### src/rtl/exc_ctrl_pkg.sv
`default_nettype none
// ============================================================================
// exc_ctrl_pkg : ExcCode values, CP0 bit positions and FSM encoding
// Revision     : 1.0
// ============================================================================
package exc_ctrl_pkg;

    localparam logic [4:0] EXC_INT  = 5'h00;
    localparam logic [4:0] EXC_ADEL = 5'h04;
    localparam logic [4:0] EXC_ADES = 5'h05;
    localparam logic [4:0] EXC_SYS  = 5'h08;
    localparam logic [4:0] EXC_BP   = 5'h09;
    localparam logic [4:0] EXC_RI   = 5'h0A;
    localparam logic [4:0] EXC_OV   = 5'h0C;

    localparam int STATUS_IE_BIT  = 0;
    localparam int STATUS_EXL_BIT = 1;
    localparam int STATUS_IM_LSB  = 8;

    localparam logic BADV_SEL_PC   = 1'b0;
    localparam logic BADV_SEL_DATA = 1'b1;

    typedef enum logic [1:0] {
        ST_IDLE   = 2'd0,
        ST_COMMIT = 2'd1,
        ST_DRAIN  = 2'd2
    } exc_state_e;

    typedef struct packed {
        logic       hit;
        logic       is_eret;
        logic [4:0] code;
        logic       badvaddr_we;
        logic       badvaddr_sel;
    } prio_res_t;

endpackage
`default_nettype wire

### src/rtl/exc_prio_enc.sv
`default_nettype none
// ============================================================================
// exc_prio_enc : picks the highest-priority exception (or ERET) for MEM
// Revision     : 1.0
// ============================================================================
module exc_prio_enc
    import exc_ctrl_pkg::*;
(
    input  logic      irq_i,
    input  logic      adel_if_i,
    input  logic      ri_i,
    input  logic      ov_i,
    input  logic      sys_i,
    input  logic      bp_i,
    input  logic      adel_ld_i,
    input  logic      ades_i,
    input  logic      eret_i,
    output prio_res_t res_o
);

    always_comb begin
        res_o = '0;
        res_o.hit = 1'b1;
        if (irq_i) begin
            res_o.code = EXC_INT;
        end else if (adel_if_i) begin
            res_o.code         = EXC_ADEL;
            res_o.badvaddr_we  = 1'b1;
            res_o.badvaddr_sel = BADV_SEL_PC;
        end else if (ri_i) begin
            res_o.code = EXC_RI;
        end else if (ov_i) begin
            res_o.code = EXC_OV;
        end else if (sys_i) begin
            res_o.code = EXC_SYS;
        end else if (bp_i) begin
            res_o.code = EXC_BP;
        end else if (adel_ld_i) begin
            res_o.code         = EXC_ADEL;
            res_o.badvaddr_we  = 1'b1;
            res_o.badvaddr_sel = BADV_SEL_DATA;
        end else if (ades_i) begin
            res_o.code         = EXC_ADES;
            res_o.badvaddr_we  = 1'b1;
            res_o.badvaddr_sel = BADV_SEL_DATA;
        end else if (eret_i) begin
            res_o.is_eret = 1'b1;
        end else begin
            res_o.hit = 1'b0;
        end
    end

endmodule
`default_nettype wire

### src/rtl/exc_ctrl.sv
`default_nettype none
// ============================================================================
// exc_ctrl : MEM-stage exception controller (CP0 commit, flush, drain window)
// Revision : 1.0
// ============================================================================
module exc_ctrl
    import exc_ctrl_pkg::*;
#(
    parameter logic [31:0] EXC_VECTOR   = 32'hBFC00380,
    parameter int          DRAIN_CYCLES = 2,
    parameter int          HW_INT_W     = 6
) (
    input  logic                clk,
    input  logic                rst,
    input  logic                mem_valid_i,
    input  logic [31:0]         mem_pc_i,
    input  logic                mem_in_delayslot_i,
    input  logic                mem_eret_i,
    input  logic                mem_syscall_i,
    input  logic                mem_break_i,
    input  logic                mem_ri_i,
    input  logic                mem_ov_i,
    input  logic                mem_adel_if_i,
    input  logic                mem_adel_ld_i,
    input  logic                mem_ades_i,
    input  logic [31:0]         mem_bad_vaddr_i,
    input  logic [HW_INT_W-1:0] hw_int_i,
    input  logic [31:0]         cp0_status_i,
    input  logic [1:0]          cp0_cause_ip_sw_i,
    input  logic [31:0]         cp0_epc_i,
    output logic                flush_o,
    output logic [31:0]         redirect_pc_o,
    output logic                cp0_exc_we_o,
    output logic [4:0]          cp0_exc_code_o,
    output logic                cp0_exc_bd_o,
    output logic [31:0]         cp0_exc_epc_o,
    output logic                cp0_badvaddr_we_o,
    output logic [31:0]         cp0_badvaddr_o,
    output logic                cp0_eret_we_o,
    output logic [HW_INT_W-1:0] cp0_ip_hw_o,
    output logic                mem_kill_o
);

    localparam int IP_W = HW_INT_W + 2;

    exc_state_e          state_q;
    logic [2:0]          drain_cnt_q;
    logic [HW_INT_W-1:0] int_s1_q;
    logic [HW_INT_W-1:0] int_s2_q;

    logic                flush_q;
    logic [31:0]         redirect_q;
    logic                exc_we_q;
    logic [4:0]          exc_code_q;
    logic                exc_bd_q;
    logic [31:0]         exc_epc_q;
    logic                badv_we_q;
    logic [31:0]         badv_q;
    logic                eret_we_q;

    logic                irq;
    logic                event_hit;
    logic [31:0]         epc_calc;
    logic [IP_W-1:0]     ip_all;
    prio_res_t           prio;
    logic                unused_status;

    assign unused_status = ^{cp0_status_i[31:16], cp0_status_i[7:2]};

    always_ff @(posedge clk) begin
        if (!rst) begin
            int_s1_q <= '0;
            int_s2_q <= '0;
        end else begin
            int_s1_q <= hw_int_i;
            int_s2_q <= int_s1_q;
        end
    end

    assign ip_all = {int_s2_q, cp0_cause_ip_sw_i};
    assign irq    = cp0_status_i[STATUS_IE_BIT] & ~cp0_status_i[STATUS_EXL_BIT]
                  & |(ip_all & cp0_status_i[STATUS_IM_LSB +: IP_W]);

    exc_prio_enc u_prio (
        .irq_i     (irq),
        .adel_if_i (mem_adel_if_i),
        .ri_i      (mem_ri_i),
        .ov_i      (mem_ov_i),
        .sys_i     (mem_syscall_i),
        .bp_i      (mem_break_i),
        .adel_ld_i (mem_adel_ld_i),
        .ades_i    (mem_ades_i),
        .eret_i    (mem_eret_i),
        .res_o     (prio)
    );

    assign event_hit  = rst & mem_valid_i & (state_q == ST_IDLE) & prio.hit;
    assign mem_kill_o = event_hit;
    assign epc_calc   = mem_in_delayslot_i ? (mem_pc_i - 32'd4) : mem_pc_i;

    always_ff @(posedge clk) begin
        if (!rst) begin
            state_q     <= ST_IDLE;
            drain_cnt_q <= '0;
            flush_q     <= 1'b0;
            redirect_q  <= '0;
            exc_we_q    <= 1'b0;
            exc_code_q  <= '0;
            exc_bd_q    <= 1'b0;
            exc_epc_q   <= '0;
            badv_we_q   <= 1'b0;
            badv_q      <= '0;
            eret_we_q   <= 1'b0;
        end else begin
            case (state_q)
                ST_IDLE: begin
                    if (event_hit) begin
                        flush_q <= 1'b1;
                        state_q <= ST_COMMIT;
                        if (prio.is_eret) begin
                            eret_we_q  <= 1'b1;
                            redirect_q <= cp0_epc_i;
                        end else begin
                            exc_we_q   <= 1'b1;
                            redirect_q <= EXC_VECTOR;
                            exc_code_q <= prio.code;
                            exc_bd_q   <= mem_in_delayslot_i;
                            exc_epc_q  <= epc_calc;
                            badv_we_q  <= prio.badvaddr_we;
                            if (prio.badvaddr_we) begin
                                badv_q <= (prio.badvaddr_sel == BADV_SEL_DATA)
                                          ? mem_bad_vaddr_i : mem_pc_i;
                            end
                        end
                    end
                end
                ST_COMMIT: begin
                    flush_q    <= 1'b0;
                    redirect_q <= '0;
                    exc_we_q   <= 1'b0;
                    exc_code_q <= '0;
                    exc_bd_q   <= 1'b0;
                    exc_epc_q  <= '0;
                    badv_we_q  <= 1'b0;
                    badv_q     <= '0;
                    eret_we_q  <= 1'b0;
                    // COMMIT itself is the first masked cycle of the window
                    if (DRAIN_CYCLES > 1) begin
                        state_q     <= ST_DRAIN;
                        drain_cnt_q <= 3'(DRAIN_CYCLES - 1);
                    end else begin
                        state_q <= ST_IDLE;
                    end
                end
                ST_DRAIN: begin
                    drain_cnt_q <= drain_cnt_q - 3'd1;
                    if (drain_cnt_q - 3'd1 == 3'd0) begin
                        state_q <= ST_IDLE;
                    end
                end
                default: begin
                    state_q <= ST_IDLE;
                end
            endcase
        end
    end

    assign flush_o           = flush_q;
    assign redirect_pc_o     = redirect_q;
    assign cp0_exc_we_o      = exc_we_q;
    assign cp0_exc_code_o    = exc_code_q;
    assign cp0_exc_bd_o      = exc_bd_q;
    assign cp0_exc_epc_o     = exc_epc_q;
    assign cp0_badvaddr_we_o = badv_we_q;
    assign cp0_badvaddr_o    = badv_q;
    assign cp0_eret_we_o     = eret_we_q;
    assign cp0_ip_hw_o       = int_s2_q;

endmodule
`default_nettype wire

### config.mk
export PLATFORM = sky130hd
export DESIGN_NAME = exc_ctrl
export DESIGN_NICKNAME = d
export VERILOG_FILES = /design/src/rtl/exc_ctrl_pkg.sv /design/src/rtl/exc_prio_enc.sv /design/src/rtl/exc_ctrl.sv
export SDC_FILE = /design/constraint.sdc
export NUM_CORES = 1
export LEC_CHECK = 0
export ABC_AREA = 1
export ABC_CLOCK_PERIOD_IN_PS = 1900
export CAP_MARGIN = 5
export CELL_PAD_IN_SITES_DETAIL_PLACEMENT = 0
export CELL_PAD_IN_SITES_GLOBAL_PLACEMENT = 2
export CORE_ASPECT_RATIO = 0.75
export CORE_MARGIN = 5
export CORE_UTILIZATION = 19
export DETAILED_ROUTE_END_ITERATION = 16
export HOLD_SLACK_MARGIN = 0.15
export PLACE_DENSITY = 0.73
export SKIP_CTS_REPAIR_TIMING = 1
export SYNTH_ARGS = -nofsm -noshare
export SYNTH_HDL_FRONTEND = slang
export SYNTH_HIERARCHICAL = 1
export SYNTH_SLANG_ARGS = --single-unit
### constraint.sdc
create_clock -name clk -period 1.9 [get_ports clk]
set_clock_uncertainty 0.1 [all_clocks]
set_input_delay 0.285 -clock clk [delete_from_list [all_inputs] [get_ports clk]]
set_output_delay 0.285 -clock clk [all_outputs]
set_load 0.03 [all_outputs]
# After elaboration in Yosys (flattened, before gate mapping)
# Cells that the tools add are included.
dict set report classes {
  reduce_logical 10
  mux 55
  eq_ne 7
  n_bitwise 7
  addsub 2
}
# operator count
set ops {}
lappend ops {{2-to-1 mux 32 bit} 9}
lappend ops {{one-hot mux 32 bit (2 select lines)} 3}
lappend ops {{2-to-1 mux 5 bit} 8}
lappend ops {{subtractor 32 x 3 -> 32 bit (second input constant)} 1}
lappend ops {{2-to-1 mux 2 bit} 15}
lappend ops {{2-to-1 mux 7 bit} 2}
lappend ops {{2-to-1 mux 1 bit} 10}
lappend ops {{inequality test 2 bit (second input constant)} 5}
lappend ops {{one-hot mux 1 bit (2 select lines)} 5}
lappend ops {{one-hot mux 5 bit (2 select lines)} 1}
lappend ops {{bitwise AND 8 bit} 1}
lappend ops {{OR reduction 8 bit} 1}
lappend ops {{one-hot mux 2 bit (3 select lines)} 1}
lappend ops {{one-hot mux 3 bit (2 select lines)} 1}
lappend ops {{AND reduction 3 bit} 2}
lappend ops {{bitwise AND 1 bit} 5}
lappend ops {{AND reduction 2 bit} 2}
lappend ops {{AND reduction 4 bit} 1}
lappend ops {{nonzero test 2 bit} 2}
lappend ops {{logical NOT 3 bit} 1}
lappend ops {{subtractor 3 x 1 -> 3 bit (second input constant)} 1}
lappend ops {{equality test 2 x 1 -> 1 bit (second input constant)} 1}
lappend ops {{equality test 2 bit (second input constant)} 1}
lappend ops {{logical NOT 2 bit} 1}
lappend ops {{NOT 1 bit} 1}
dict set report totals {
  register_bits 123
  output_inout_bits 113
  word_cells 94
  input_bits 148
}

# Longest topological paths before layout
dict set report depth {
  depth_word 13
  ltp_mapped 16
  ltp_nobuf 15
}

# By module
# The synthesis kept the hierarchy.
# mod seq_area_each_um2 n_inst area_each_um2 cells_each
set modules_own_cells {}
lappend modules_own_cells {exc_ctrl 2462.4 1 5700.5 814}
lappend modules_own_cells {exc_prio_enc 0.0 1 158.9 30}

# Worst setup path after synthesis
# OpenSTA, ideal clock, no wires.
dict set report synth_timing {
  kind {reg-to-reg}
  start {register int_s2_q[0] (netlist: cp0_ip_hw_o[0])}
  end {register badv_q[16] (netlist: cp0_badvaddr_o[16])}
  synth_period_minus_slack_ns 2.260
  path_slack_ns -0.360
  t_arrival_ns 2.042
  required_time_ns 1.683
  path_buffers 1
  setup_ns 0.117
  stages_incl_launch_ff 17
  cell_sequence {dfxtp_1 -> nand2_1 -> nand4_1 -> o21ai_0 -> nor2_1 -> nor2_4 -> inv_2 -> nor3_2 -> nand4_1 -> nand4_4 -> nand2_2 -> nand2_4 -> nor2_8 -> inv_2 -> buf_6 -> a21oi_1 -> nor2_1}
}
# item line_no
set synth_rtl {}
lappend synth_rtl {{from (decl)} exc_ctrl.sv:49} ;# logic [HW_INT_W-1:0] int_s2_q;
lappend synth_rtl {{from (signal assigned)} exc_ctrl.sv:76} ;# int_s2_q <= int_s1_q;
lappend synth_rtl {{to (signal assigned)} exc_ctrl.sv:131} ;# badv_q <= (prio.badvaddr_sel == BADV_SEL_DATA)
lappend synth_rtl {{to (decl)} exc_ctrl.sv:58} ;# logic [31:0] badv_q;

==> metrics.csv <==
stage,metric,value,unit
outcome,status,"finished, violations left",
outcome,violations,negative setup slack,
power,power_frac_clock,0.330,
yosys,synth_area_leader_cell,dfxtp_1,
yosys,async_flop_share,0,
clocking,tritoncts,built,
timing,rsz0062_at_grt,true,
yosys,synthTopCellsByCount,"nand2_1 (202), a21oi_1 (137), dfxtp_1 (123)",
power,power.leakage,0.00448,uW
yosys,netlist.area_leader.share,0.420,
timing,fmaxAchievable,0.434,GHz
placed_design,io_buffers,238,
clocking,cts_max_level,4,
floorplan,num_rows,55,
layout,stdcell_count,1583,
placed_design,hpwl,20700,um
yosys,ys_seq_area_frac,0.420,
yosys,syn_area,0.00586,sq mm
global_routing,gr-total-overflow,0,
power,p_total,9760,uW
global_routing,grt_max_degree,36,
detailed_routing,via_per_inst,4.17,
yosys,synthTopCellsByArea,"dfxtp_1 (42%), nand2_1 (13%), a21oi_1 (12%)",
power,p_int,6380,uW
placed_design,dp_cells,1543,
critical_path,worstSetupEndpointType,primary output,
global_routing,antenna_found_initial,0,
detailed_routing,routedWlPerCell,16.9,um
power,comb_power_share,0.354,
detailed_routing,routed_wl,26700,um
timing,final.period_utilization,1.21,
run,max_cap_violations,0,
layout,fillCellCount,3249,
layout,antenna_cells,0,
global_routing,grt_pass1_wl,38700,um
timing,setup_viol_count_final,109,
yosys,synth_ff_type,dfxtp_1,
timing,setup_ws,-0.405,ns
detailed_routing,first_pass_iters,5,
power,power_frac_seq,0.316,
critical_path,worstPathArrival,1.92,ns
clocking,path_clk_slew,0.05,ns
timing,holdWs,0.297,ns
layout,layout.nets,1327,
yosys,syn_inst,844,
detailed_routing,ant_nets,0,
power,switching_share,0.346,
yosys,synth_nets,998,
layout,multiInputGateArea,0.00308,sq mm
placed_design,gp_congestion,0.795,
power,p_per_area,938,mW/mm^2
timing,fin_crit,2.30,ns
critical_path,cp_max_fo,3,
floorplan,die_h,162,um
floorplan,num_io_pins,261,
yosys,yosysMostFrequentCell,nand2_1,
detailed_routing,drcViolationCount,0,
yosys,ys_ff_latch,123,
critical_path,worstSetupPathType,reg -> out,
floorplan,core_area,0.0303,sq mm
yosys,synth_area_per_cell,6.94,sq um
floorplan,start_util,0.194,
global_routing,first_global_vias,6359,
timing,fin_setup_tns,-26.61,ns
clocking,cts_made_buffers,17,
yosys,synth_edf_count,0,
layout,seqCellArea,0.00248,sq mm
power,max-vdd-ir-drop,624,uV
floorplan,fp.dieArea,0.0345,sq mm
clocking,insertion_delay,0.42,ns
yosys,synth_warnings,6,
layout,final_layout_size_suffix_gt1_frac,0.196,
yosys,ys_types,34,
clocking,cts_buffer_depth,2,
critical_path,required,1.51,ns
clocking,cts-root-buf,clkbuf_16,
timing,hold_viol_final,0,
floorplan,die_w,213,um
timing,finalMaxSlewViolations,0,
global_routing,grt_usage,0.147,
worst_hold_path,hp-class,in -> reg,
critical_path,start_kind,flop,
clocking,cts_sinks,123,
power,power_switching,3380,uW
detailed_routing,drtIter0Drc,387,
layout,area_growth,77.6,%
detailed_routing,num_vias,6608,
power groups by stage:
stage | clock [uW] | combinational, uW | sequential (uW)
detailed placement | 0 | 3150 | 3130
global route | 3440 | 3720 | 3120
finish | 3220 | 3460 | 3080
global placement | 0 | 3140 | 3130
floorplan | 0 | 1170 | 3640
CTS | 3310 | 3160 | 3080
cell families (layout without fill, tap and decap cells):
kind of cell    after synthesis  count (layout)  share of synthesized area
compound gates              210             210                      0.187
simple gates                377             377                      0.281
buf+inv                     120             460                     0.0871
fa+ha+maj                     6               6                     0.0128
flops                       123             123                      0.420
xor+xnor                      7               7                     0.0105
other cells                   1               1                   0.000640
sequential cells by signal, indices dropped and copies added (netlist names), 2 cells and up:
signal / count
redirect_pc_o: 32
int_s1_q: 6
cp0_exc_epc_o: 32
cp0_ip_hw_o: 6
drain_cnt_q: 3
state_q: 2
cp0_exc_code_o: 5
cp0_badvaddr_o: 32
per-stage QoR:
stage,setup slack (ns),util,instance area [sq um]
floorplan,-0.175,-,5950
global placement,-0.708,0.312,9450
detailed placement,-0.732,0.312,9450
CTS,-0.566,0.330,10000
global route,-0.571,0.344,10400
finish,-0.405,0.344,10400
layout by cell type (no fill, tap or decap), drive strengths merged:
cell type and instances:
clkinvlp 2, nand4 14, nand3b 2, buf 115, o21a 1, a31oi 1, ha 6, clkinv 2
clkdlybuf4s50 213, o21ai 65, a21oi 137, xor2 7, a211oi 5, dfxtp 123, o211a 1, clkbuf 26
conb 1, nand3 44, nor2 106, nand2 207, nor3 3, bufinv 2, inv 76, nor4 1
dlymetal6s2s 24
critical path, cell delays in order (launching register included):
cell	delay, ns
dfxtp_4	0.34
nand2_1	0.06
nand4_1	0.10
o21ai_1	0.17
nor2_2	0.07
nor2_4	0.12
inv_2	0.06
nor3_2	0.10
nand4_1	0.15
nand4_4	0.14
inv_4	0.06
buf_6	0.13
cell type report:
cell class	count	share of cell area
clock buffers	23	0.0450
clock inverters	7	0.00878
inverters	75	0.0283
multi-input cells	601	0.296
flip-flops and latches	123	0.239
well taps	399	0.0480
repair buffers	355	0.335
metal layers:
layer,track usage,vias up,share of wire
met4,0.0276,0,0.0069
met5,0,-,0
met3,0.0433,10,0.066
met2,0.205,178,0.41
li1,-,3397,-
met1,0.222,3023,0.51
final timing paths:
| check | startpoint | end | slack, ns | cells past startpoint |
|---|---|---|---|---|
| setup reg to reg | cp0_ip_hw_o[3]$_SDFF_PN0_ | cp0_badvaddr_o[0]$_SDFFE_PN0P_ | -0.32 | 15 |
| setup / recovery | cp0_ip_hw_o[5]$_SDFF_PN0_ | mem_kill_o | -0.40 | 11 |
| hold reg to reg | int_s1_q[2]$_SDFF_PN0_ | cp0_ip_hw_o[2]$_SDFF_PN0_ | 0.30 | 2 |
| hold / removal | hw_int_i[4] | int_s1_q[4]$_SDFF_PN0_ | 0.30 | 3 |
Power figures use the tool's default switching activity.
